--- src/rtl/button_debouncer.sv ---
// Two-flop synchroniser plus a four-state stability FSM that turns a bouncing pin into a clean level.
// Optional DEBOUNCER_LONG_PRESS_EN adds a saturating hold counter that drives long_press.
module button_debouncer #(
  parameter int CNT_WIDTH     = 20,
  parameter int STABLE_CYCLES = 1000000,
  parameter int LONG_WIDTH    = 26,
  parameter int LONG_CYCLES   = 50000000
) (
  input  logic clk,
  input  logic rst_n,
  input  logic btn_in,
  output logic level,
  output logic long_press
);

  typedef enum logic [1:0] {
    LOW      = 2'd0,
    CHK_HIGH = 2'd1,
    HIGH     = 2'd2,
    CHK_LOW  = 2'd3
  } state_t;

  localparam logic [CNT_WIDTH-1:0] CNT_LAST = CNT_WIDTH'(STABLE_CYCLES - 1);

  // Reject parameter sets where the counters could not hold their terminal values.
  if (STABLE_CYCLES < 2 || longint'(STABLE_CYCLES) > (longint'(1) << CNT_WIDTH)) begin : g_bad_stable
    $error("button_debouncer: STABLE_CYCLES out of range for CNT_WIDTH");
  end
  if (LONG_CYCLES < 1 || longint'(LONG_CYCLES) > ((longint'(1) << LONG_WIDTH) - 1)) begin : g_bad_long
    $error("button_debouncer: LONG_CYCLES out of range for LONG_WIDTH");
  end

  logic                 s1_q, s2_q;
  state_t               state_q, state_d;
  logic [CNT_WIDTH-1:0] cnt_q, cnt_d;

  always_comb begin
    state_d = state_q;
    cnt_d   = cnt_q;
    case (state_q)
      LOW: begin
        if (s2_q) begin
          state_d = CHK_HIGH;
          cnt_d   = '0;
        end
      end
      CHK_HIGH: begin
        if (!s2_q) begin
          state_d = LOW;
          cnt_d   = '0;
        end else if (cnt_q == CNT_LAST) begin
          state_d = HIGH;
          cnt_d   = '0;
        end else begin
          cnt_d = cnt_q + CNT_WIDTH'(1);
        end
      end
      HIGH: begin
        if (!s2_q) begin
          state_d = CHK_LOW;
          cnt_d   = '0;
        end
      end
      CHK_LOW: begin
        if (s2_q) begin
          state_d = HIGH;
          cnt_d   = '0;
        end else if (cnt_q == CNT_LAST) begin
          state_d = LOW;
          cnt_d   = '0;
        end else begin
          cnt_d = cnt_q + CNT_WIDTH'(1);
        end
      end
      default: begin
        state_d = LOW;
        cnt_d   = '0;
      end
    endcase
  end

  always_ff @(posedge clk or negedge rst_n) begin
    if (!rst_n) begin
      s1_q    <= 1'b0;
      s2_q    <= 1'b0;
      state_q <= LOW;
      cnt_q   <= '0;
    end else begin
      s1_q    <= btn_in;
      s2_q    <= s1_q;
      state_q <= state_d;
      cnt_q   <= cnt_d;
    end
  end

  // The checking states keep the old level so a bounce never shows up downstream.
  assign level = (state_q == HIGH) || (state_q == CHK_LOW);

`ifdef DEBOUNCER_LONG_PRESS_EN
  localparam logic [LONG_WIDTH-1:0] LONG_LAST = LONG_WIDTH'(LONG_CYCLES);

  logic [LONG_WIDTH-1:0] long_cnt_q, long_cnt_d;

  always_comb begin
    long_cnt_d = long_cnt_q;
    if (state_d == LOW) begin
      long_cnt_d = '0;
    end else if (level && (long_cnt_q != LONG_LAST)) begin
      long_cnt_d = long_cnt_q + LONG_WIDTH'(1);
    end
  end

  always_ff @(posedge clk or negedge rst_n) begin
    if (!rst_n) begin
      long_cnt_q <= '0;
    end else begin
      long_cnt_q <= long_cnt_d;
    end
  end

  assign long_press = (long_cnt_q == LONG_LAST);
`else
  assign long_press = 1'b0;
`endif

endmodule

--- config.mk ---
export PLATFORM = sky130hd
export DESIGN_NAME = button_debouncer
export DESIGN_NICKNAME = d
export VERILOG_FILES = /design/src/rtl/button_debouncer.sv
export SDC_FILE = /design/constraint.sdc
export NUM_CORES = 1
export LEC_CHECK = 0
export ABC_AREA = 1
export CORE_MARGIN = 2
export CORE_UTILIZATION = 50
export DETAILED_ROUTE_END_ITERATION = 10
export HOLD_SLACK_MARGIN = 0.05
export PLACE_DENSITY = 0.63
export RECOVER_POWER = 50
export SYNTH_ARGS = -nofsm -noshare
export SYNTH_HDL_FRONTEND = slang
export SYNTH_SLANG_ARGS = --single-unit
--- constraint.sdc ---
create_clock -name clk -period 1.8 [get_ports clk]
set_clock_uncertainty 0.05 [all_clocks]
set_input_delay 0.36 -clock clk [delete_from_list [all_inputs] [get_ports clk]]
set_output_delay 0.36 -clock clk [all_outputs]
set_load 0.1 [all_outputs]
==> results of run 1 <==
## cell type report
cell class / instances / area (µm²) / area share
Multi-Input combinational cell: 148 / 714 / 0.456
Timing Repair Buffer: 7 / 83.8 / 0.0536
Tap cell: 31 / 38.8 / 0.0248
Inverter: 24 / 90.1 / 0.0576
Clock buffer: 4 / 36.3 / 0.0232
Sequential cell: 24 / 602 / 0.384
## worst reg2reg max path: cells and delay by family, from the launching register on
family,cells,cell delay (ns)
AOI/OAI and AO/OA,1,0.24
adders and majority gates,1,0.18
buffers and inverters,1,0.18
DFF,1,0.43
and+or+nand+nor,6,0.49
## registers in the layout (all words and copies together) (netlist names), named ones only
name and count:
state_q 1, s1_q 1, s2_q 1, cnt_q 20
## cells by family after synthesis
kind of cell | share of synthesized area
AND/OR/NAND/NOR | 0.365
buffers and inverters | 0.0830
flip-flops | 0.424
AO/OA/AOI/OAI | 0.0671
XOR/XNOR | 0.0494
adder cells (fa/ha/maj) | 0.00882
other | 0.00265
## report_power, final
part | switching [µW] | leakage [µW] | internal (µW) | total, µW
combinational | 351 | 0.000384 | 209 | 560
sequential | 70.6 | 0.000324 | 588 | 659
clock | 166 | 0.0000210 | 124 | 290
total | 587 | 0.000729 | 921 | 1510
## synthesized netlist by cell type, drive strengths merged
cell type / number
buf: 3
dfrtp: 24
nand3b: 1
o21ai: 7
clkbuf: 1
nand2: 68
nand3: 20
nor3: 1
o22ai: 5
inv: 24
a21oi: 2
or2: 1
xor2: 6
ha: 1
o21bai: 2
nand4: 7
xnor2: 2
conb: 1
nor2: 24
## cell usage in the layout (no fill, tap or decap), types with 2 or more instances in the layout
cell type                       count
sky130_fd_sc_hd__nand3_1           19
sky130_fd_sc_hd__xnor2_1            2
sky130_fd_sc_hd__a21oi_1            2
sky130_fd_sc_hd__inv_1             23
sky130_fd_sc_hd__xor2_1             6
sky130_fd_sc_hd__o21bai_1           2
sky130_fd_sc_hd__nor2_2             3
sky130_fd_sc_hd__nor2_1            21
sky130_fd_sc_hd__clkbuf_4           3
sky130_fd_sc_hd__dlygate4sd3_1      2
sky130_fd_sc_hd__o22ai_1            5
sky130_fd_sc_hd__o21ai_0            6
sky130_fd_sc_hd__nand2_1           68
sky130_fd_sc_hd__dfrtp_1           23
sky130_fd_sc_hd__buf_12             2
sky130_fd_sc_hd__nand4_1            7
## what timing repair did
action	4_1_cts	5_1_grt
setup endpoints to repair	0	4
buffers inserted	0	0
gates resized for setup	0	5
## per-stage QoR
stage	utilization	total power (µW)	worst slack [ns]	area, µm²	std cells
global route	0.573	1590	0.0346	1570	238
CTS	0.566	1490	0.0574	1550	238
floorplan	-	991	0.146	1420	200
global placement	0.553	1180	0.113	1510	234
detailed placement	0.553	1200	0.0843	1510	234
finish	0.573	1510	0.159	1570	238
## routing by layer
metal,track usage,routed length (µm),vias up,part of all wire
met1,0.288,1540,635,0.48
met2,0.371,1570,21,0.49
met5,0,0,-,0
met4,0.0731,31,0,0.0097
met3,0.0204,60,4,0.019
li1,-,-,645,-
## worst paths after layout
check | startpoint | depth (start not counted) | endpoint | slack, ns
max in group asynchronous | rst_n | 2 | cnt_q[0] | 0.76
setup reg to reg | cnt_q[1] | 9 | flop | 0.16
hold reg to reg | s1_q | 0 | s2_q | 0.33
min in group asynchronous | rst_n | 2 | cnt_q[8] | 0.51
setup / recovery | cnt_q[1] | 9 | flop | 0.16
hold / removal | s1_q | 0 | s2_q | 0.33
==> flow_summary.ini, run 1 <==
[logic_synthesis]
yosys_warnings = 0
synth_top_cell_area_share = 0.424
synth_sequential_area_ratio = 0.424
syn_avg_cell_area_um2 = 7.09
netlist.top_cell.by_area = sky130_fd_sc_hd__dfrtp_1
synth.net_count = 204
synth_cells = 200
ys_seq_elements = 24
post_synthesis_cell_area_um2 = 1420
synth_area_leaders = sky130_fd_sc_hd__dfrtp_1 42%, sky130_fd_sc_hd__nand2_1 18%, sky130_fd_sc_hd__nand3_1 6.7%
yosysUniqueCellTypes = 25

[setup_path]
critical_path.endpoint_type = flop
required_ns = 1.97
worstPathArrival_ns = 1.81
slowest_stage = sky130_fd_sc_hd__dfrtp_1
maximum_fanout_along_the_worst_path = 11
slowest_stage_delay_on_critical_path_ns = 0.43
crit_top_cell = sky130_fd_sc_hd__nand2_1
timing.critical_path.max_delay_family = simple AND/OR/NAND/NOR gates
path_cells = ha_4 -> nand3_2 -> nor2_2 -> nand3_1 -> o21ai_2 -> buf_6 -> nand2_1 -> nand2_1 -> nand2_1
setup.worst_path.class = reg2reg
critical_path_buf_inv_count = 1
setup.worst_path.start_class = flop

[place]
dpl.hpwl_um = 2400
port_buffers = 3
gp_routability_congestion = 0.871

[floorplan]
ios = 5
design.die.area_um2 = 3280
die_w_um = 57.2
rows = 19
coreArea_um2 = 2730
die_y_um = 57.2
initial_utilization = 0.519

[route]
route.antenna.remaining_nets = 0
wl_per_cell_um = 13.4
drt_iter0_drc = 49
drt_first_pass_iters = 4
vias_per_cell = 5.48
postRouteWirelength_um = 3190
post-route-drc-count = 0
vias = 1305

[clock_network]
cts-root-to-sink-buffers = 2
cts-htree-levels = 1
clk_pin_slew_worst_paths_ns = 0.13
holdBufCountCts = 0
insertion_delay_ns = 0.32
ctsRootBufferMaster = sky130_fd_sc_hd__clkbuf_4
cts_tree = done
cts_made_buffers = 3
numClockSinks = 24

[sta]
layout_min_cycle_time_ns = 1.64
maxClockFrequency_ghz = 0.609
fin_hold_ws_ns = 0.326
hold_viol_final = 0
report.final.slew_viol_count = 0
setup_violations = 0
final_worst_path_period_share = 0.912
fin_tns_setup_ns = 0
worstMarginPinSlew_ns = 0.612
rsz0062_at_grt = false
max_slew_margin = 0.592

[finish]
final_layout_size_suffix_gt1_frac = 0.0870
area_growth_pct = 10.4
filler_cell_count = 264
insertedDiodeCount = 0
final_net_count = 212

[run_status]
status = completed

[power]
power-per-cell-area_nw_per_um2 = 963
leakagePower_uw = 0.000729
irDropWorstVdd_mv = 0.897

[global_route]
global_route_wire_length_before_repair_um = 5550
grt_max_degree = 25
grt_pass1_vias = 1272
grtUsageTotal = 0.217
antenna_found_initial = 0
overflow = 0

[min_path]
min_path_type = reg2reg

[run]
drv_cap = 0
Note: power is estimated with default switching activity, not from simulation.
==> inputs of run 2 (changes only) <==
--- a/config.mk
+++ b/config.mk
@@ -15,3 +15,4 @@
 export SYNTH_ARGS = -nofsm -noshare
 export SYNTH_HDL_FRONTEND = slang
 export SYNTH_SLANG_ARGS = --single-unit
+export TNS_END_PERCENT = 1
==> results of run 2 <==
No change in the layout: final DEF, timing and power equal those of run 1.
